<file path="config.mk">
export PLATFORM = sky130hd
export DESIGN_NAME = riscv_immgen_stage
export DESIGN_NICKNAME = d
export VERILOG_FILES = /design/src/rtl/riscv_immgen_stage.sv
export SDC_FILE = /design/constraint.sdc
export NUM_CORES = 1
export LEC_CHECK = 0
export CELL_PAD_IN_SITES_DETAIL_PLACEMENT = 1
export CELL_PAD_IN_SITES_GLOBAL_PLACEMENT = 1
export CORE_UTILIZATION = 43
export CTS_BUF_LIST = sky130_fd_sc_hd__clkbuf_4 sky130_fd_sc_hd__clkbuf_8 sky130_fd_sc_hd__clkbuf_16
export CTS_CLUSTER_DIAMETER = 50
export DETAILED_ROUTE_END_ITERATION = 7
export PLACE_DENSITY = 0.91
export SETUP_SLACK_MARGIN = 0.2
export SYNTH_ARGS = -nofsm -noshare
export SYNTH_HDL_FRONTEND = slang
export SYNTH_SLANG_ARGS = --single-unit
</file>
<file path="constraint.sdc">
create_clock -name i_Clk -period 7.2 [get_ports i_Clk]
set_clock_uncertainty 0.1 [all_clocks]
set_input_delay 1.44 -clock i_Clk [delete_from_list [all_inputs] [get_ports i_Clk]]
set_output_delay 1.44 -clock i_Clk [all_outputs]
set_load 0.1 [all_outputs]
</file>
<file path="src/rtl/riscv_immgen_stage.sv">
// RISC-V immediate-generation stage: decodes and sign-extends the immediate of one
// instruction per handshake and holds results in a 2-entry registered skid buffer.
module riscv_immgen_stage #(
  parameter int unsigned XLEN       = 32,
  parameter int unsigned TAG_W      = 8,
  parameter bit          CSR_IMM_EN = 1'b1
) (
  input  logic             i_Clk,
  input  logic             i_Rst,
  input  logic             i_Flush,
  input  logic             i_Valid,
  output logic             o_Ready,
  input  logic [31:0]      i_Inst,
  input  logic [TAG_W-1:0] i_Tag,
  output logic             o_Valid,
  input  logic             i_Ready,
  output logic [XLEN-1:0]  o_Immediate,
  output logic [2:0]       o_ImmType,
  output logic             o_Unknown,
  output logic [TAG_W-1:0] o_Tag
);

  localparam bit IS_RV64 = (XLEN == 64);

  localparam logic [6:0] OPC_LOAD      = 7'b0000011;
  localparam logic [6:0] OPC_MISC_MEM  = 7'b0001111;
  localparam logic [6:0] OPC_OP_IMM    = 7'b0010011;
  localparam logic [6:0] OPC_AUIPC     = 7'b0010111;
  localparam logic [6:0] OPC_OP_IMM_32 = 7'b0011011;
  localparam logic [6:0] OPC_STORE     = 7'b0100011;
  localparam logic [6:0] OPC_OP        = 7'b0110011;
  localparam logic [6:0] OPC_LUI       = 7'b0110111;
  localparam logic [6:0] OPC_OP_32     = 7'b0111011;
  localparam logic [6:0] OPC_BRANCH    = 7'b1100011;
  localparam logic [6:0] OPC_JALR      = 7'b1100111;
  localparam logic [6:0] OPC_JAL       = 7'b1101111;
  localparam logic [6:0] OPC_SYSTEM    = 7'b1110011;

  typedef enum logic [2:0] {
    IMM_NONE = 3'd0,
    IMM_I    = 3'd1,
    IMM_S    = 3'd2,
    IMM_B    = 3'd3,
    IMM_U    = 3'd4,
    IMM_J    = 3'd5,
    IMM_Z    = 3'd6
  } imm_type_e;

  typedef enum logic [1:0] {
    ST_EMPTY = 2'd0,
    ST_ONE   = 2'd1,
    ST_FULL  = 2'd2
  } state_e;

  typedef struct packed {
    logic [XLEN-1:0]  imm;
    imm_type_e        typ;
    logic             unknown;
    logic [TAG_W-1:0] tag;
  } entry_t;

  logic [6:0]  w_opcode;
  logic        w_sign;
  imm_type_e   w_type;
  logic        w_unknown;
  logic [31:0] w_imm32;
  logic [XLEN-1:0] w_imm;
  entry_t      w_in;
  logic        w_unused;

  state_e r_state;
  state_e w_state_nxt;
  logic   r_valid;
  logic   r_ready;
  entry_t r_m;
  entry_t r_k;

  logic w_accept;
  logic w_pop;
  logic w_ld_m_in;
  logic w_ld_m_k;
  logic w_ld_k_in;
  logic w_clr_m;
  logic w_clr_k;

  assign w_opcode = i_Inst[6:0];
  assign w_sign   = i_Inst[31];
  assign w_unused = ^i_Inst[13:12];

  // Format classification from the opcode
  always_comb begin
    w_type    = IMM_NONE;
    w_unknown = 1'b0;
    case (w_opcode)
      OPC_OP_IMM, OPC_LOAD, OPC_JALR: w_type = IMM_I;
      OPC_OP_IMM_32: begin
        if (IS_RV64) w_type = IMM_I;
        else         w_unknown = 1'b1;
      end
      OPC_STORE:           w_type = IMM_S;
      OPC_BRANCH:          w_type = IMM_B;
      OPC_LUI, OPC_AUIPC:  w_type = IMM_U;
      OPC_JAL:             w_type = IMM_J;
      OPC_SYSTEM: begin
        if (CSR_IMM_EN && i_Inst[14]) w_type = IMM_Z;
      end
      OPC_OP, OPC_MISC_MEM: w_type = IMM_NONE;
      OPC_OP_32: begin
        if (!IS_RV64) w_unknown = 1'b1;
      end
      default: w_unknown = 1'b1;
    endcase
  end

  // Every format fits a 32-bit value whose bit 31 is the correct sign for XLEN
  always_comb begin
    w_imm32 = '0;
    case (w_type)
      IMM_I: w_imm32 = {{20{w_sign}}, i_Inst[31:20]};
      IMM_S: w_imm32 = {{20{w_sign}}, i_Inst[31:25], i_Inst[11:7]};
      IMM_B: w_imm32 = {{20{w_sign}}, i_Inst[7], i_Inst[30:25], i_Inst[11:8], 1'b0};
      IMM_U: w_imm32 = {i_Inst[31:12], 12'h000};
      IMM_J: w_imm32 = {{12{w_sign}}, i_Inst[19:12], i_Inst[20], i_Inst[30:21], 1'b0};
      IMM_Z: w_imm32 = {27'd0, i_Inst[19:15]};
      default: w_imm32 = '0;
    endcase
  end

  assign w_imm = XLEN'($signed(w_imm32));

  always_comb begin
    w_in         = '0;
    w_in.imm     = w_imm;
    w_in.typ     = w_type;
    w_in.unknown = w_unknown;
    w_in.tag     = i_Tag;
  end

  assign w_accept = i_Valid & r_ready;
  assign w_pop    = r_valid & i_Ready;

  // Occupancy FSM; flush wins over accept and pop
  always_comb begin
    w_state_nxt = r_state;
    w_ld_m_in   = 1'b0;
    w_ld_m_k    = 1'b0;
    w_ld_k_in   = 1'b0;
    w_clr_m     = 1'b0;
    w_clr_k     = 1'b0;
    if (i_Flush) begin
      w_state_nxt = ST_EMPTY;
      w_clr_m     = 1'b1;
      w_clr_k     = 1'b1;
    end else begin
      case (r_state)
        ST_EMPTY: begin
          if (w_accept) begin
            w_state_nxt = ST_ONE;
            w_ld_m_in   = 1'b1;
          end
        end
        ST_ONE: begin
          if (w_accept && w_pop) begin
            w_ld_m_in = 1'b1;
          end else if (w_accept) begin
            w_state_nxt = ST_FULL;
            w_ld_k_in   = 1'b1;
          end else if (w_pop) begin
            w_state_nxt = ST_EMPTY;
            w_clr_m     = 1'b1;
          end
        end
        ST_FULL: begin
          if (w_pop) begin
            w_state_nxt = ST_ONE;
            w_ld_m_k    = 1'b1;
            w_clr_k     = 1'b1;
          end
        end
        default: begin
          w_state_nxt = ST_EMPTY;
          w_clr_m     = 1'b1;
          w_clr_k     = 1'b1;
        end
      endcase
    end
  end

  always_ff @(posedge i_Clk or posedge i_Rst) begin
    if (i_Rst) begin
      r_state <= ST_EMPTY;
      r_valid <= 1'b0;
      r_ready <= 1'b1;
    end else begin
      r_state <= w_state_nxt;
      r_valid <= (w_state_nxt != ST_EMPTY);
      r_ready <= (w_state_nxt != ST_FULL);
    end
  end

  // Entries are zeroed whenever they become invalid
  always_ff @(posedge i_Clk or posedge i_Rst) begin
    if (i_Rst) begin
      r_m <= '0;
      r_k <= '0;
    end else begin
      if (w_clr_m)        r_m <= '0;
      else if (w_ld_m_in) r_m <= w_in;
      else if (w_ld_m_k)  r_m <= r_k;

      if (w_clr_k)        r_k <= '0;
      else if (w_ld_k_in) r_k <= w_in;
    end
  end

  assign o_Ready     = r_ready;
  assign o_Valid     = r_valid;
  assign o_Immediate = r_m.imm;
  assign o_ImmType   = r_m.typ;
  assign o_Unknown   = r_m.unknown;
  assign o_Tag       = r_m.tag;

endmodule

</file>
# After elaboration in Yosys (flattened, before gate mapping)
# Cells that the tools add are included.
# totals
ff_bits	92
inputBits	45
word_cells	75
out_inout_bits	46
# op_classes
bitwise_logic	2
n_eq_ne	20
muxes	32
n_reduce_logical	10
# op_table
operator	count
two-way mux 44 bit	5
one-hot mux 32 bit (6 select lines)	1
equality test 7 bit, second input constant	4
equality test 7 x 6 -> 1 bit, second input constant	3
one-hot mux 3 bit (6 select lines)	1
equality test 7 x 5 -> 1 bit, second input constant	2
two-way mux 1 bit	14
two-way mux 2 bit	6
OR reduction 11 bit	1
equality test 3 bit, second input constant	3
equality test 7 x 2 -> 1 bit, second input constant	1
equality test 7 x 4 -> 1 bit, second input constant	1
equality test 3 x 2 -> 1 bit, second input constant	2
one-hot mux 1 bit (2 select lines)	3
one-hot mux 2 bit (3 select lines)	1
OR reduction 2 bit	3
nonzero test 2 bit	2
equality test 3 x 1 -> 1 bit, second input constant	1
two-way mux 3 bit	1
nonzero test 3 bit	1
OR reduction 3 bit	1
AND 1 bit	2
equality test 2 x 1 -> 1 bit, second input constant	1
equality test 2 bit, second input constant	1
3 further kinds	3

# Longest topological paths before layout
# Gate-level depths: netlist (run 1).
# depth
word_depth	7
mapped_depth	8

# Worst setup path before layout (run 1)
# No wires, ideal clock.
# synth_timing
kind	input -> register
start	input port i_Valid
end	register r_m, in the netlist o_Immediate[21]
n_path_buf	2
setup_slack_ns	4.263
setup_ns	0.120
arrival_ns	2.717
required_time_ns	6.980
cell_stages	7
path_cell_list	nand2_2 or4_1 clkbuf_2 a211oi_2 buf_6 a221oi_1 a21o_1
# synth_via
elab_chain_cells	7
word_cells_on_any_way	13
classes_between	mux: 10; bitwise: 1; reduce/logical: 2
# synth_lines
item	line	text
start: declaration	11	input logic i_Valid,
AND 1 bit *	139	assign w_accept = i_Valid & r_ready;
logical AND 1 bit	163	if (w_accept && w_pop) begin
two-way mux 1 bit	163	
one-hot mux 1 bit (2 select lines)	155	case (r_state)
two-way mux 1 bit	150	if (i_Flush) begin
two-way mux 44 bit	208	else if (w_ld_m_in) r_m <= w_in;
two-way mux 44 bit	207	if (w_clr_m) r_m <= '0;
end signal: assignment	208	
end signal: assignment	209	else if (w_ld_m_k) r_m <= r_k;
end: declaration	75	entry_t r_m;
# Every way passes the cells marked *; elsewhere a longest branch is shown, timed or not.
# A chain may end at the register's enable or synchronous reset.

# Worst setup path after layout (run 1)
# layout_timing
start	input port i_Flush
end	register r_m, in the netlist o_Immediate[27]
# layout_via
elab_chain_cells	3
word_cells_on_any_way	6
classes_between	mux: 5; reduce/logical: 1
# layout_lines
item	line	text
start: declaration	10	input logic i_Flush,
two-way mux 1 bit	150	
two-way mux 44 bit	208	
two-way mux 44 bit	207	
# Parallel ways exist; a longest one is shown, timed or not.

==> results of run 1 <==
layer usage:
metal	vias to the layer above	global-route usage [%]	routed length (µm)
li1	1711	-	-
met1	1992	37.0	5760
met2	168	45.9	6910
met3	28	4.54	788
met4	0	12.6	380
met5	-	0	0
Yosys cell counts (3+ instances only):
master / n / share of area, %
a21oi_1: 14 / 1.6
a22oi_1: 15 / 2.6
a221oi_1: 9 / 1.8
and2_1: 6 / 0.86
clkbuf_1: 16 / 1.4
a221o_1: 19 / 4.4
o21ai_0: 37 / 4.3
a22o_1: 16 / 3.2
a31oi_1: 7 / 1.0
nand4b_1: 3 / 0.60
nand3_1: 3 / 0.35
nor3_1: 3 / 0.35
o2bb2ai_1: 7 / 1.4
dfrtp_1: 91 / 52
a21o_1: 14 / 2.4
buf_2: 13 / 1.5
inv_1: 7 / 0.60
nor2_1: 18 / 1.6
mux2i_1: 9 / 2.1
nand2_1: 59 / 5.1
a222oi_1: 4 / 0.92
area by class of cell:
type | count | area, µm²
clock inverter | 7 | 80.1
sequential | 92 | 2300
timing repair buffer | 96 | 946
multi-input combinational | 284 | 1860
clock buffer | 9 | 124
fill | 1101 | 4260
tap | 133 | 166
inverter | 7 | 27.5
flip-flops by register name (all words and copies together), names as in the netlist:
signal,cells
r_k,44
o_Immediate,32
o_Unknown,1
o_ImmType,3
r_state,2
o_Tag,8
o_Valid,1
o_Ready,1
worst paths after layout:
kind	from	to	cells past startpoint	slack, ns
min in group asynchronous	i_Rst	o_Immediate[19]	2	1.35
setup / recovery	i_Flush	o_Immediate[27]	5	2.65
hold / removal	o_Tag[1]	o_Tag[1]	2	0.40
hold reg to reg	o_Tag[1]	o_Tag[1]	2	0.40
setup reg to reg	o_Ready	o_Immediate[27]	5	4.21
max in group asynchronous	i_Rst	o_Immediate[0]	3	4.50
cell families (layout without fill, tap and decap cells):
logic type,after synthesis,after routing,share of synthesized area (%)
simple gates,111,111,12.2
flops,92,92,53.0
mux,9,9,2.07
xor+xnor,2,2,0.403
buf+inv,40,119,4.29
compound gates,162,162,28.0
worst register-to-register path: cells and delay by family (launching register included):
kind / cells / cell delay [ns]
AND/OR/NAND/NOR: 2 / 0.92
flip-flops: 1 / 0.59
AO/OA/AOI/OAI: 3 / 1.27
stage by stage:
step           util, %  hold WS (ns)
2_1_floorplan        -         0.341
3_3_place_gp      54.3         0.353
3_5_place_dp      54.3         0.371
4_1_cts           56.4         0.397
5_1_grt           56.4         0.422
6_report          56.4         0.395
power by group:
part           total (W)  switching (W)  internal (W)  leakage [nW]
registers       0.000563      0.0000217      0.000541          1.26
logic           0.000356       0.000262     0.0000943         0.998
clock network   0.000367       0.000201      0.000166         0.103
==> results.sh, run 1 <==
export IMPL_die_area_um2=10500
export IMPL_io_pins=91
export IMPL_io_buffers=90
export IMPL_vias=3899
export IMPL_postCtsResizedCells=0
export IMPL_dpl_cell_count=612
export IMPL_clk_latency_ns=0.37
export IMPL_fmax_mhz=220
export IMPL_drt_initial_drc_count=259
export IMPL_setup_slack_ns=2.65
export IMPL_h_tree_depth=3
export IMPL_cts_made_buffers=9
export IMPL_hpwl_um=9530
export IMPL_p_total_w=0.00129
export IMPL_synthArstFlopShare_pct=100
export IMPL_die_width_um=103
export IMPL_drive_gt1_share_pct=7.27
export IMPL_fin_area_um2=5510
export IMPL_pwr_density_cell_nw_per_um2=233
export IMPL_diodes=0
export IMPL_crit_chain="clkdlybuf4s50_1 > or4_1 > a211oi_2 > a221oi_1 > a21o_1"
export IMPL_layout_common_cells="dfrtp_1, clkdlybuf4s50_1, nand2_1, o21ai_0, a221o_1"
export IMPL_critPathArrivalTime_ns=4.70
export IMPL_grt_pass1_vias=4256
export IMPL_syn_nets=461
export IMPL_cpMaxStageDelayCell="or4_1"
export IMPL_synthCells=416
export IMPL_grt_pass1_wl_um=22200
export IMPL_yosysWarnings=0
export IMPL_root_buffer="clkbuf_8"
export IMPL_grt_max_degree=59
export IMPL_start_kind="input port"
export IMPL_synth_edf_count=0
export IMPL_final_nets=535
export IMPL_cts_tree="done"
export IMPL_peakVddDrop_v=0.000112
export IMPL_die_h_um=103
export IMPL_hold_path_class="flip-flop to flip-flop"
export IMPL_setup_tns_ns=0
export IMPL_rsz0062_at_grt="false"
export IMPL_netlist_area_um2=4350
export IMPL_syn_avg_cell_area_um2=10.4
export IMPL_clk_path_buf_depth=2
export IMPL_dp_slack_ns=2.32
export IMPL_place_area_um2=5310
export IMPL_gp_congestion=0.891
export IMPL_path_buf_inv=1
export IMPL_start_util_pct=44.5
export IMPL_ctsHoldBuffers=0
export IMPL_grt_usage_pct=28.1
export IMPL_setup_viol=0
export IMPL_ant_nets=0
export IMPL_outcome="finished, final reports clean"
export IMPL_drc=0
export IMPL_area_growth_pct=26.8
export IMPL_ys_flop_type="dfrtp_1"
export IMPL_ys_seq_area_share_pct=53.0
export IMPL_cp_max_fo=25
export IMPL_clock_sinks=92
export IMPL_maxCapViolations=0
export IMPL_slew_violations=0
export IMPL_cts_setup_buffers=0
export IMPL_core_um2=9770
export IMPL_slew_headroom_pct=28.0
export IMPL_tightest_slew_ns=1.08
export IMPL_layout_min_cycle_time_ns=4.55
export IMPL_avgRoutedWirePerCell_um=22.0
export IMPL_num_rows=36
export IMPL_worstPathRequired_ns=7.36
export IMPL_viasPerCell=6.21
export IMPL_hold_violations=0
export IMPL_cp_top_family="compound AO/OA/AOI/OAI gates"
export IMPL_ys_ff_latch=92
export IMPL_p_leak_nw=2.36
export IMPL_period_share_pct=63.1
export IMPL_wl_um=13800
export IMPL_crit_type="input port to flip-flop"
export IMPL_antenna_found_initial=0
export IMPL_layout_commonest_cell="dfrtp_1"
export IMPL_overflow=0
export IMPL_worst_path_largest_cell_delay_ns=1.04
export IMPL_setup_worst_path_end_class="flip-flop"
export IMPL_synth_cell_types=57
export IMPL_layout_cells_non_filler=628
export IMPL_cts_reportedPaths_clkPinSlew_ns=0.11
export IMPL_drtPass1Iterations=5
Power figures use the tool's default switching activity.
==> inputs of run 2 (changes only) <==
CORE_UTILIZATION = 39   (was 43)
PLACE_DENSITY = 0.84   (was 0.91)
clock period = 4.3 ns   (was 7.2 ns; I/O delays follow)
==> run 2 against run 1 <==
  * Count of clock-buffer cells in the layout grew 5
  * Non-clock buffer count rose by 4
  * Largest cell class unchanged
  * Register-to-register slack got worse by 2.4 ns
  * Highest routed layer unchanged
  * Setup slack got worse by 1.4 ns
  * First-iteration DRC count is 3.5% lower
  * Sequential share of layout area shrank 0.25 points
  * Sequential power up 67%
  * Total power increased by 63%
  * Combinational power is 69% higher
  * Final cell count increased by 1.8%
  * Cell area grew 0.61%
==> results.sh, run 2 (synthesized netlist as in run 1, its figures left out) <==
export IMPL_hold_path_class="flip-flop to flip-flop"
export IMPL_tightest_slew_ns=0.993
export IMPL_slew_violations=0
export IMPL_clock_sinks=92
export IMPL_r2r_end="o_Immediate[29]"
export IMPL_start_util_pct=40.1
export IMPL_overflow=0
export IMPL_critPathArrivalTime_ns=2.08
export IMPL_worst_path_largest_cell_delay_ns=1.14
export IMPL_num_rows=38
export IMPL_core_um2=10800
export IMPL_start_kind="flip-flop"
export IMPL_avgRoutedWirePerCell_um=21.0
export IMPL_h_tree_depth=3
export IMPL_p_total_w=0.00210
export IMPL_worstPathRequired_ns=3.34
export IMPL_slew_headroom_pct=33.6
export IMPL_p_leak_nw=2.38
export IMPL_crit_type="flip-flop to output pin"
export IMPL_regMostFlops="r_k"
export IMPL_postCtsResizedCells=0
export IMPL_final_nets=539
export IMPL_gp_congestion=0.875
export IMPL_cts_setup_buffers=0
export IMPL_die_h_um=108
export IMPL_vias=3836
export IMPL_drtPass1Iterations=5
export IMPL_crit_chain="clkdlybuf4s50_1"
export IMPL_drt_initial_drc_count=250
export IMPL_ant_nets=0
export IMPL_hp_start="o_Immediate[24]"
export IMPL_area_growth_pct=27.5
export IMPL_outcome="finished, final reports clean"
export IMPL_layout_commonest_cell="dfrtp_1"
export IMPL_layout_min_cycle_time_ns=3.04
export IMPL_ctsHoldBuffers=0
export IMPL_fillers=1215
export IMPL_hold_ws_ns=0.379
export IMPL_r2r_start="o_Ready"
export IMPL_setup_worst_path_end_class="output pin"
export IMPL_die_width_um=108
export IMPL_largest_reg_flops=44
export IMPL_r2r_cells=6
export IMPL_cpMaxStageDelayCell="clkdlybuf4s50_1"
export IMPL_die_area_um2=11600
export IMPL_setup_tns_ns=0
export IMPL_holdPathStages=1
export IMPL_root_buffer="clkbuf_8"
export IMPL_cp_top_family="buffers and inverters"
export IMPL_grt_pass1_vias=3962
export IMPL_cts_reportedPaths_clkPinSlew_ns=0.08
export IMPL_viasPerCell=6.00
export IMPL_drive_gt1_share_pct=8.02
export IMPL_pwr_density_cell_nw_per_um2=379
export IMPL_fmax_mhz=329
export IMPL_grt_usage_pct=24.7
export IMPL_clk_path_buf_depth=2
export IMPL_grt_pass1_wl_um=21500
export IMPL_path_buf_inv=1
export IMPL_cts_tree="done"
export IMPL_drc=0
export IMPL_hold_violations=0
export IMPL_dp_slack_ns=0.946
export IMPL_io_buffers=90
export IMPL_io_pins=91
export IMPL_layout_common_cells="dfrtp_1, clkdlybuf4s50_1, nand2_1, o21ai_0, a221o_1"
export IMPL_rrSetupSlack_ns=1.81
export IMPL_rsz0062_at_grt="false"
export IMPL_clk_latency_ns=0.36
export IMPL_period_share_pct=70.7
export IMPL_grt_max_degree=53
export IMPL_diodes=0
export IMPL_setup_slack_ns=1.26
export IMPL_cts_made_buffers=9
export IMPL_antenna_found_initial=0
export IMPL_peakVddDrop_v=0.000185
export IMPL_cp_max_fo=5
export IMPL_hpwl_um=9480
export IMPL_min_to="o_Immediate[24]"
export IMPL_wl_um=13400
export IMPL_maxCapViolations=0
export IMPL_setup_viol=0
-- run 2: worst max-delay path by stage --
stage / start / to / cells past startpoint
4_1_cts: o_Ready / o_Ready / 1
5_1_grt: i_Inst[3] / r_k[41] / 6
6_report: o_Ready / o_Ready / 1
3_3_place_gp: i_Valid / o_Immediate[21] / 7
3_5_place_dp: i_Valid / o_Immediate[27] / 7
2_1_floorplan: i_Rst / o_ImmType[0] / 1
-- run 2: layout make-up --
| type | count | area, µm² | share of cell area, % |
|---|---|---|---|
| clock inverters | 2 | 12.5 | 0.226 |
| well taps | 140 | 175 | 3.16 |
| clock buffers | 14 | 174 | 3.14 |
| flip-flops and latches | 92 | 2300 | 41.5 |
| repair buffers | 100 | 988 | 17.8 |
| inverters | 7 | 27.5 | 0.497 |
| multi-input cells | 284 | 1860 | 33.6 |
-- run 2: through the flow --
step	cells	util [%]	area [µm²]
finish	639	51.1	5540
global route	639	51.1	5540
CTS	639	51.1	5540
detailed placement	623	49.4	5360
global placement	623	49.4	5360
floorplan	416	-	4350
-- run 2: worst register-to-register path: stages (launching register included) --
cell,delay [ns]
dfstp_2,0.58
nand2_2,0.11
or4_1,0.81
a211oi_2,0.25
buf_4,0.23
a221oi_1,0.11
a21o_1,0.20
-- run 2: power by group --
| part | internal [W] | switching, W |
|---|---|---|
| sequential | 0.000906 | 0.0000349 |
| combinational | 0.000164 | 0.000437 |
| clock | 0.000261 | 0.000299 |
| total | 0.00133 | 0.000770 |
-- run 2: layer usage --
layer / track usage, % / part of all wire, %
met5: 0 / 0
met3: 5.57 / 5.2
met1: 32.8 / 44
met2: 40.0 / 49
met4: 7.63 / 2.0
